===== config.mk =====
export PLATFORM = sky130hd
export DESIGN_NAME = rggen_apb_host_adapter
export DESIGN_NICKNAME = d
export VERILOG_FILES = /design/src/rtl/rggen_apb_host_adapter.sv
export SDC_FILE = /design/constraint.sdc
export NUM_CORES = 1
export LEC_CHECK = 0
export BUFFER_PORTS_ARGS = -buffer_cell sky130_fd_sc_hd__buf_2
export CORE_MARGIN = 3
export CORE_UTILIZATION = 45
export DETAILED_ROUTE_END_ITERATION = 10
export GPL_ROUTABILITY_DRIVEN = 0
export PLACE_DENSITY = 0.81
export REMOVE_ABC_BUFFERS = 1
export SYNTH_ARGS = -nofsm -noshare
export SYNTH_HDL_FRONTEND = slang
export SYNTH_SLANG_ARGS = --single-unit
export TNS_END_PERCENT = 5

===== constraint.sdc =====
create_clock -name clk -period 4.7 [get_ports clk]
set_input_delay 0.235 -clock clk [delete_from_list [all_inputs] [get_ports clk]]
set_output_delay 0.235 -clock clk [all_outputs]
set_load 0.1 [all_outputs]

===== src/rtl/rggen_apb_host_adapter.sv =====
// APB4 slave front end for a generated register block: one APB transfer becomes
// one request broadcast to all register slices, and the captured answer goes back to APB.
module rggen_apb_host_adapter #(
  parameter int ADDRESS_WIDTH  = 16,
  parameter int DATA_WIDTH     = 32,
  parameter int REGISTERS      = 1,
  parameter int TIMEOUT_CYCLES = 0
) (
  input  logic                            clk,
  input  logic                            rst,
  input  logic                            i_psel,
  input  logic                            i_penable,
  input  logic [ADDRESS_WIDTH-1:0]        i_paddr,
  input  logic                            i_pwrite,
  input  logic [DATA_WIDTH-1:0]           i_pwdata,
  input  logic [DATA_WIDTH/8-1:0]         i_pstrb,
  output logic                            o_pready,
  output logic [DATA_WIDTH-1:0]           o_prdata,
  output logic                            o_pslverr,
  output logic                            o_register_request,
  output logic [ADDRESS_WIDTH-1:0]        o_register_address,
  output logic                            o_register_direction,
  output logic [DATA_WIDTH-1:0]           o_register_write_data,
  output logic [DATA_WIDTH-1:0]           o_register_write_mask,
  input  logic [REGISTERS-1:0]            i_register_select,
  input  logic [REGISTERS-1:0]            i_register_ready,
  input  logic [2*REGISTERS-1:0]          i_register_status,
  input  logic [DATA_WIDTH*REGISTERS-1:0] i_register_read_data
);

  typedef enum logic [1:0] {
    ST_IDLE,
    ST_BUSY,
    ST_RESP
  } state_e;

  localparam logic [1:0] STATUS_SLAVE_ERROR  = 2'd2;
  localparam logic [1:0] STATUS_DECODE_ERROR = 2'd3;

  localparam int CW = (TIMEOUT_CYCLES > 1) ? $clog2(TIMEOUT_CYCLES) : 1;
  localparam logic [CW-1:0] TIMEOUT_LAST = CW'((TIMEOUT_CYCLES > 0) ? TIMEOUT_CYCLES - 1 : 0);

  state_e                   r_state;
  state_e                   w_next_state;
  logic [ADDRESS_WIDTH-1:0] r_address;
  logic                     r_direction;
  logic [DATA_WIDTH-1:0]    r_write_data;
  logic [DATA_WIDTH-1:0]    r_write_mask;
  logic [DATA_WIDTH-1:0]    r_read_data;
  logic [1:0]               r_status;
  logic [CW-1:0]            r_count;

  logic                     w_setup;
  logic                     w_any_select;
  logic                     w_any_ready;
  logic                     w_multi_ready;
  logic                     w_timeout;
  logic [DATA_WIDTH-1:0]    w_ready_data;
  logic [1:0]               w_ready_status;
  logic                     w_capture;
  logic [DATA_WIDTH-1:0]    w_capture_data;
  logic [1:0]               w_capture_status;
  logic [DATA_WIDTH-1:0]    w_strobe_mask;

  assign w_setup       = i_psel & ~i_penable;
  assign w_any_select  = |i_register_select;
  assign w_any_ready   = |i_register_ready;
  // Clearing the lowest set bit leaves something only if two or more slices are ready.
  assign w_multi_ready = |(i_register_ready & (i_register_ready - REGISTERS'(1)));
  assign w_timeout     = (TIMEOUT_CYCLES != 0) && (r_count == TIMEOUT_LAST);

  always_comb begin
    // NOTE: every always_comb output gets a default first so no path can infer a latch.
    w_ready_data   = '0;
    w_ready_status = '0;
    for (int k = 0; k < REGISTERS; k++) begin
      if (i_register_ready[k]) begin
        w_ready_data   = w_ready_data | i_register_read_data[k*DATA_WIDTH+:DATA_WIDTH];
        w_ready_status = w_ready_status | i_register_status[2*k+:2];
      end
    end
  end

  always_comb begin
    w_strobe_mask = '0;
    for (int i = 0; i < DATA_WIDTH / 8; i++) begin
      w_strobe_mask[8*i+:8] = {8{i_pstrb[i]}};
    end
  end

  always_comb begin
    w_next_state     = r_state;
    w_capture        = 1'b0;
    w_capture_data   = '0;
    w_capture_status = '0;
    case (r_state)
      ST_IDLE: begin
        if (w_setup) begin
          w_next_state = ST_BUSY;
        end
      end
      ST_BUSY: begin
        if (!w_any_select) begin
          w_capture        = 1'b1;
          w_capture_status = STATUS_DECODE_ERROR;
          w_next_state     = ST_RESP;
        end else if (w_any_ready) begin
          w_capture        = 1'b1;
          w_capture_data   = w_ready_data;
          w_capture_status = w_multi_ready ? STATUS_SLAVE_ERROR : w_ready_status;
          w_next_state     = ST_RESP;
        end else if (w_timeout) begin
          w_capture        = 1'b1;
          w_capture_status = STATUS_SLAVE_ERROR;
          w_next_state     = ST_RESP;
        end
      end
      ST_RESP: w_next_state = ST_IDLE;
      default: w_next_state = ST_IDLE;
    endcase
  end

  // NOTE: sequential state uses non-blocking assignments so every flop samples pre-edge values.
  always_ff @(posedge clk or posedge rst) begin
    if (rst) begin
      r_state <= ST_IDLE;
    end else begin
      r_state <= w_next_state;
    end
  end

  always_ff @(posedge clk or posedge rst) begin
    if (rst) begin
      r_address    <= '0;
      r_direction  <= 1'b0;
      r_write_data <= '0;
      r_write_mask <= '0;
      r_read_data  <= '0;
      r_status     <= '0;
      r_count      <= '0;
    end else begin
      if ((r_state == ST_IDLE) && w_setup) begin
        r_address    <= i_paddr;
        r_direction  <= i_pwrite;
        r_write_data <= i_pwdata;
        r_write_mask <= i_pwrite ? w_strobe_mask : '1;
      end
      if (w_capture) begin
        r_read_data <= w_capture_data;
        r_status    <= w_capture_status;
      end
      if ((r_state == ST_BUSY) && !w_capture) begin
        r_count <= r_count + CW'(1);
      end else begin
        r_count <= '0;
      end
    end
  end

  assign o_register_request    = (r_state == ST_BUSY);
  assign o_register_address    = r_address;
  assign o_register_direction  = r_direction;
  assign o_register_write_data = r_write_data;
  assign o_register_write_mask = r_write_mask;

  assign o_pready  = (r_state == ST_RESP);
  assign o_pslverr = o_pready & r_status[1];
  assign o_prdata  = (o_pready && !r_direction) ? r_read_data : '0;

endmodule


# --- After elaboration in Yosys (flattened, before gate mapping) ---
# Index checks and enable logic that the tools add are counted.
op_classes:
  n_reduce_logical: 5
  addsub: 1
  n_bitwise: 4
  eq_ne: 4
  mux: 16
op_table:
  columns: ["cell", "n"]
  rows:
  - ["32-bit two-way mux", 5]
  - ["2-bit two-way mux", 7]
  - ["2-bit case mux with 2 select lines", 1]
  - ["1-bit bitwise AND", 3]
  - ["1-bit two-way mux", 3]
  - ["3-bit by 2-bit inequality test with 1-bit output, second input constant", 1]
  - ["2-bit by 1-bit == test with 1-bit output, second input constant", 1]
  - ["2-bit == test, second input constant", 1]
  - ["1-bit logical AND", 2]
  - ["2-bit zero test", 1]
  - ["2-bit inequality test, second input constant", 1]
  - ["2-bit AND reduction", 1]
  - ["1-bit zero test", 1]
  - ["1-bit inverter", 1]
  - ["1-bit subtractor, second input constant", 1]
totals:
  input_bits: 93
  out_inout_bits: 116
  reg_bits: 117

# --- Depth between registers and ports, before layout ---
# Gate-level depths: netlist of the first run.
logic_depth:
  word_depth: 6
  mapped_depth: 5
  mapped_depth_nobuf: 3

# --- Worst setup path after synthesis of the first run ---
# No wires, ideal clock.
synth_path:
  kind: "reg2out"
  start: "register r_state[1]"
  end: "output port o_prdata[0]"
  stages_incl_launch_ff: 5
  path_slack_ps: 1345
  arrival_ps: 3120
  cell_sequence: "dfrtp_1 -> nor2b_1 -> and2b_1 -> clkbuf_1 -> and2_1"
synth_via:
  elab_chain_len: 3
synth_lines:
  columns: ["item", "line_no", "rtl"]
  rows:
  - ["from (decl)", "43", "state_e r_state;"]
  - ["from (signal assigned)", "128", "r_state <= w_next_state;"]
  - ["2-bit == test", "166", "assign o_pready = (r_state == ST_RESP);"]
  - ["via o_pready", "17", "output logic o_pready,"]
  - ["1-bit logical AND", "168", "assign o_prdata = (o_pready && !r_direction) ? r_read_data : '0;"]
  - ["32-bit two-way mux", "168", null]
  - ["to (decl)", "18", "output logic [DATA_WIDTH-1:0] o_prdata,"]
# The timed path passes the listed nets, and every way through them passes these cells.

# --- Worst setup path after layout of the first run ---
layout_path:
  start: "register r_state[1]"
  end: "output port o_prdata[17]"
layout_via:
  elab_chain_len: 3
layout_lines:
  columns: ["item", "line_no"]
  rows:
  - ["2-bit == test", "166"]
  - ["1-bit logical AND", "168"]
  - ["32-bit two-way mux", "168"]
# Every way passes these cells.

==> metrics list, run 1 <==
* Number of core rows: 32
* Total inserted antenna cells: 0
* Post-placement cell count: 539
- Min Clock Period, post-route: approximately 2.6 ns
- Compound-gate portion of the synthesized area: 8.87%
- The number of antenna violations at the first check in global routing is 0.
- The startpoint identified for the worst register-to-register timing path is r_state[0].
- Post-Synthesis Cells: 272
- Between clock sinks in the finished design, the worst skew comes to 0.0115 ns.
- Start point of the critical path: r_state[1]
- The wire-length estimate of the detail-placed layout is 6.02 mm.
* Max Slew Vio Count: 0
- The initial utilization of the core area, before any placement, comes to 47.1%.
* Final non-filler cell total: 556
* DRC violation count after routing: 0
- During synthesis, Yosys emitted a total of 0 warnings.
- Worst-case vdd ir drop: about 0.33 mV
- Dividing the detail-routed via count by the number of cells gives 4.77.
- The first global-routing pass estimated 13.2 mm of wire.
- Across every metal layer, demand over resource in global routing totals 17.2%.
* Largest net degree at the start of global routing: 58
- Number of max-capacitance violations reported: 0
* Fin nets: 542
* Type of element capturing the critical path: primary output
* Synthesized area divided by synthesized cell count: 13.6 um2
* Area of the die: 9340 um2
* Placeable Area: around 7800 um2
- After clock tree synthesis, the clock-pin slew on the worst setup and hold paths is 0.09 ns.
* Setup violation total in the final timing report: 0
- Deepest clock path buffer count: 2
- #FFs+latches synth: 88
- Horiz. Die Dim: 96.6 um
- Static timing analysis puts the maximum clock frequency at 390 MHz.
- Number of global-route vias before repair: roughly 2700
- In this run the worst hold path is classified as input port to flop.
- The synthesized netlist devotes 0% of its cell area to adder and majority cells.
- Xor/xnor share of the synthesized area: 0%
- Total congestion overflow: 0
- Data arrival time of the worst path: between 2 and 2.5 ns
- Setup repair after global routing left no endpoint under its margin.
* Min-Delay Startpoint: i_register_read_data[0]
- Combinational family with the most area after synthesis: multiplexers
- Slew HR: 22.4%
- After clock tree synthesis, the repair step resized 0 gates.
* Final routed wirelength across all metal layers: 8.08 mm
- From synthesis to final layout, the design area changed by 29.4%.
* Deepest level of the CTS H-tree: 3
- The critical path in this run is classified as flop to primary output.
- Number of different library cells in the post-synthesis netlist: 21
- Count of input and output buffers: 207
* Number of endpoints with negative hold slack in the final report: 0
* CTS buffer count: 9
* Multiplexer share of the synthesized area: 14.9%
- For the worst setup path, the data required time is 4.47 ns.
- Kind of start point of the critical path: flop
- Proportion of synthesized chip area in sequential cells: 59.6%
* Number of top-level pins: 209
- Largest fanout of any net on the critical path: 32
- DRT antenna net count: 0
* Total clock sinks: between 80 and 90
* Status: finished clean
* Area fraction in and, or, nand and nor cells after synthesis: between 7 and 8%
- The detailed router finished its first iteration with 69 violations.
- Final Worst Setup Slack: 2.14 ns
- TritonCTS built the clock tree.
- Dividing total power by cell area gives a power density of between 600 and 700 nW/um2.
- Total via count after detailed routing: 2654
* Root Buffer: sky130_fd_sc_hd__clkbuf_8
- Post-Syn Area: 3700 um2
* FILL cells: 643
- TritonRoute pass-1 iters: 4
- The final critical path takes up between 50 and 60% of the cycle.
* Layout cells sized above 1: 58.6%
- Slew at the pin with the worst max-slew slack: around 1.2 ns
- Total Power Consumption: 3.18 mW
- Worst-skew pair later-pin latency: 0.33 ns
- Before CTS, the worst setup slack after placement is 2.47 ns.
- WL per Instance: 14.5 um
- Die boundary height: 96.6 um
* Leakage dissipation: approximately 2.5 nW
==> flip-flops by register name, summed over array words and instances, names as in the netlist <==
name	cells
o_register_write_data	32
r_read_data	32
o_register_address	16
o_register_write_mask	4
r_state	2
o_register_direction	1
r_status	1
==> per-layer routing <==
| metal | wire, um | up-vias | GRT usage (%) |
|---|---|---|---|
| met5 | 0 | - | 0 |
| met4 | 100 | 0 | 5.51 |
| met3 | 816 | 10 | 6.06 |
| met2 | 3650 | 134 | 27.0 |
| met1 | 3520 | 1243 | 22.3 |
| li1 | - | 1267 | - |
==> critical path: stages (launching register included) <==
cell	delay [ns]
sky130_fd_sc_hd__dfrtp_1	0.43
sky130_fd_sc_hd__nor2b_1	0.21
sky130_fd_sc_hd__and2b_1	0.68
sky130_fd_sc_hd__and2_1	0.24
sky130_fd_sc_hd__buf_2	0.43
==> logic make-up (layout without fill, tap and decap cells) <==
group / Yosys count / count (layout)
flops: 88 / 88
mux: 49 / 49
simple gates: 44 / 44
buf+inv: 52 / 234
compound gates: 39 / 39
==> cell usage in the layout, fill, tap and decap left out, drive strengths merged <==
cell,instances
buf,209
dfrtp,88
mux2,49
and2,33
a22o,32
clkbuf,11
inv,7
nor2,4
a31oi,4
clkinv,4
nor2b,2
nand2b,1
nand2,1
and3,1
nor4b,1
and2b,1
a31o,1
a21oi,1
a41oi,1
clkinvlp,1
bufinv,1
dlygate4sd3,1
==> area by class of cell <==
cell class                      instances  area (um2)  area share, %
Sequential cell                        88        2200           46.0
Multi-Input combinational cell        132        1160           24.3
Tap cell                              102         128           2.67
Clock inverter                          5        56.3           1.18
Timing Repair Buffer                  210        1060           22.2
Inverter                                8        31.3          0.654
Clock buffer                           11         141           2.96
==> stage by stage <==
step | instance area [um2] | util, % | hold WS, ns | setup TNS [ns]
3_3_place_gp | 4580 | 58.3 | 0.350 | 0
3_5_place_dp | 4580 | 58.3 | 0.360 | 0
4_1_cts | 4780 | 61.0 | 0.0815 | 0
2_1_floorplan | 3400 | - | 0.334 | -22.88
6_report | 4780 | 61.0 | 0.106 | 0
5_1_grt | 4780 | 61.0 | 0.0789 | 0
==> worst paths after layout <==
path	end	slack, ns	cells past startpoint
max	o_prdata[17]	2.14	4
min	r_read_data[0]	0.11	2
max reg2reg	r_read_data[2]	2.70	3
min reg2reg	o_register_write_data[28]	0.48	1
max in group asynchronous	o_register_write_data[9]	3.14	4
min in group asynchronous	o_register_write_data[21]	0.53	3
==> power breakdown <==
part           switching, mW  internal, mW
Clock                  0.249         0.260
Sequential            0.0890         0.918
Combinational           1.40         0.263
Total                   1.74          1.44
==> cell usage after synthesis <==
| cell | count | area [um2] |
|---|---|---|
| sky130_fd_sc_hd__a22o_1 | 32 | 280 |
| sky130_fd_sc_hd__a31o_2 | 1 | 8.76 |
| sky130_fd_sc_hd__nand2_1 | 1 | 3.75 |
| sky130_fd_sc_hd__a21oi_1 | 1 | 5.00 |
| sky130_fd_sc_hd__and3_1 | 1 | 6.26 |
| sky130_fd_sc_hd__dfrtp_1 | 88 | 2200 |
| sky130_fd_sc_hd__a31oi_1 | 4 | 25.0 |
| sky130_fd_sc_hd__mux2_2 | 38 | 428 |
| sky130_fd_sc_hd__and2b_1 | 1 | 7.51 |
| sky130_fd_sc_hd__clkbuf_1 | 3 | 11.3 |
| sky130_fd_sc_hd__nor2b_1 | 1 | 6.26 |
| sky130_fd_sc_hd__nor2b_2 | 1 | 8.76 |
| sky130_fd_sc_hd__nand2b_1 | 1 | 6.26 |
| sky130_fd_sc_hd__buf_4 | 34 | 255 |
| sky130_fd_sc_hd__and2_1 | 33 | 206 |
| sky130_fd_sc_hd__a41oi_1 | 1 | 8.76 |
| sky130_fd_sc_hd__nor2_1 | 4 | 15.0 |
| sky130_fd_sc_hd__mux2_1 | 11 | 124 |
| sky130_fd_sc_hd__nor4b_4 | 1 | 23.8 |
| sky130_fd_sc_hd__buf_2 | 7 | 35.0 |
| sky130_fd_sc_hd__inv_1 | 8 | 30.0 |
==> what timing repair did <==
item	in CTS	in global routing
hold buffers	1	0
setup buffers	0	0
hold endpoints to repair	33	0
Note: power is estimated with default switching activity, not from simulation.
==> run 2: changes to the inputs <==
Settings changed: CORE_UTILIZATION 45 to 40, PLACE_DENSITY 0.81 to 0.77.
Clock period 4.7 ns to 2.1 ns, I/O delays scaled along.
==> metrics list, run 2 (same netlist as run 1, synthesis figures left out) <==
- Setup violation total in the final timing report: 0
* Fmax: 516 MHz
* Number of endpoints with negative hold slack in the final report: 0
- Horiz. Die Dim: 102 um
- Leakage dissipation: 2.97 nW
- The clock tree synthesis step divided the H-tree into 3 levels.
* Kind of path behind the tightest hold check: input port to flop
- For this run, design rule violations remaining after detail routing come to 0.
- Layout cells sized above 1: 50.4%
- The count of cells in the finished layout, fillers not included, comes to 646.
- The first detailed-routing pass took 5 iterations.
- Worst-case vdd ir drop: 0.733 mV
* Number of top-level pins: 209
- Total via count after detailed routing: 3068
* Slew HR: 57.2%
- The root buffer cell chosen for the clock tree is sky130_fd_sc_hd__clkbuf_8.
* Number of core rows: 34
- Global-route wire length before repair: 16.3 mm
- The first routing iteration left 36 violations.
- In this run the cell area measured after placement is 5130 um2.
- Worst path required time: around 2 ns
- The initial utilization of the core area, before any placement, comes to 41.8%.
- Final Cell Area: 6120 um2
- Final routed wirelength across all metal layers: between 10 and 15 mm
- The layout has between 500 and 600 filler cells.
- Across the run, the number of max-cap violations was 0.
* Worst-skew pair later-pin latency: 0.34 ns
- The die is 102 um tall.
- Clock-pin transition on the worst setup and hold timing paths: 0.08 ns
* Area growth, synth to finish: 65.6%
* Total congestion overflow: 0
* Unrepaired setup endpoints after global routing: false
- On the final layout, the worst clock skew is roughly 0.0087 ns.
- The number of antenna violations at the first check in global routing was 0.
- CTS hold repair buffers: 81
- Prior to clock tree synthesis, the placed netlist has a worst setup slack of 0.510 ns.
* Number of global-route vias before repair: 3286
- Kind of start point of the critical path: flop
* Post-CTS setup buffer count: 0
- The core region is between 8000 and 9000 um2.
* Largest fanout of any net on the critical path: 32
- The max-slew violation count came to 0.
* Leading cell types in the layout, fill and taps excluded: sky130_fd_sc_hd__buf_2 (175), sky130_fd_sc_hd__dfrtp_1 (88), sky130_fd_sc_hd__dlygate4sd3_1 (81)
- Post-placement cell count: 549
* CTS tree: done
- The critical path is of the flop to primary output type.
* Final Worst Setup Slack: about 0.16 ns
* Largest net degree at the start of global routing: 59
- The number of antenna diodes in the final layout is 0.
- In the routed layout, each cell is associated on average with a via count of ~4.7.
- DRT antenna net count: 0
- Total Power Consumption: 7.27 mW
* Power density over cell area: between 1000 and 1500 nW/um2
- Across every metal layer, demand over resource in global routing totals 20.0%.
* Type of element capturing the critical path: primary output
- The run finished with clean final reports.
* Fin nets: between 600 and 700
* Total clock sinks: 88
* DP HPWL: 6.58 mm
* Deepest clock path buffer count: 2
- In the final timing run, aggregate negative setup slack is 0 ns.
* Slew at the pin with the worst max-slew slack: ~0.64 ns
- Dividing the detail-routed wire length by the instance count gives 16.3 um.
* Area of the die: roughly 10000 um2
- CTS buffer count: 9
* Min Clock Period, post-route: between 1.5 and 2 ns
- Of the available clock period, the critical path in the final layout requires 92.3%.
- In this run, post-CTS repair resized a total of 0 instances.
- The library cell used most frequently in the layout, excluding fill and tap cells, is sky130_fd_sc_hd__buf_2.
- At the worst endpoint, the arrival time is 1.83 ns.
- Count of input and output buffers: 207
run 2: changes by cell type in the layout (fill, tap and decap cells not counted), sizes merged:
cell,before,now
dlygate4sd3,1,81
buf,209,213
clkinv,4,5
inv,7,8
bufinv,1,0
clkbuf,11,10
run 2: area by class of cell:
| type | count | area [um2] | share of cell area (%) |
|---|---|---|---|
| clock inverters | 6 | 43.8 | 0.715 |
| repair buffers | 294 | 2410 | 39.4 |
| clock buffers | 10 | 138 | 2.25 |
| well taps | 108 | 135 | 2.21 |
| multi-input cells | 132 | 1160 | 19.0 |
| inverters | 8 | 31.3 | 0.511 |
| flip-flops and latches | 88 | 2200 | 36.0 |
run 2: final timing paths:
check,startpoint,endpoint,slack [ns],cells after the start
max in group asynchronous,rst,r_read_data[2],1.08,4
worst max-delay path,r_state[1],o_prdata[1],0.16,5
worst min register to register,o_register_write_data[24],o_register_write_data[24],0.49,1
worst max register to register,r_state[1],o_register_write_mask[7],0.22,5
worst min-delay path,i_paddr[8],o_register_address[8],0.01,2
min in group asynchronous,rst,o_register_address[13],0.38,3
run 2: where the power goes:
part	leakage (nW)	switching, mW	internal (mW)
logic	1.79	3.19	0.743
registers	1.08	0.210	2.05
clock network	0.0926	0.602	0.467
total	2.97	4.01	3.27
run 2: stage by stage:
stage | hold WS (ns) | utilization [%]
6_report | 0.0132 | 69.2
5_1_grt | 0.00403 | 69.2
4_1_cts | 0.000146 | 69.2
3_5_place_dp | 0.213 | 58.0
3_3_place_gp | 0.195 | 58.0
2_1_floorplan | 0.204 | -
run 2: layer usage:
layer | GRT usage [%] | part of all wire, %
met5 | 0 | 0
met4 | 6.36 | 1.6
met3 | 6.08 | 8.4
met2 | 36.9 | 53
met1 | 22.0 | 37
run 2: critical path, stage by stage, from the launching register on:
cell and delay (ns):
sky130_fd_sc_hd__dfrtp_1 0.42, sky130_fd_sc_hd__nor2b_1 0.22, sky130_fd_sc_hd__and2b_1 0.15, sky130_fd_sc_hd__buf_4 0.27
sky130_fd_sc_hd__and2_1 0.24, sky130_fd_sc_hd__buf_12 0.19
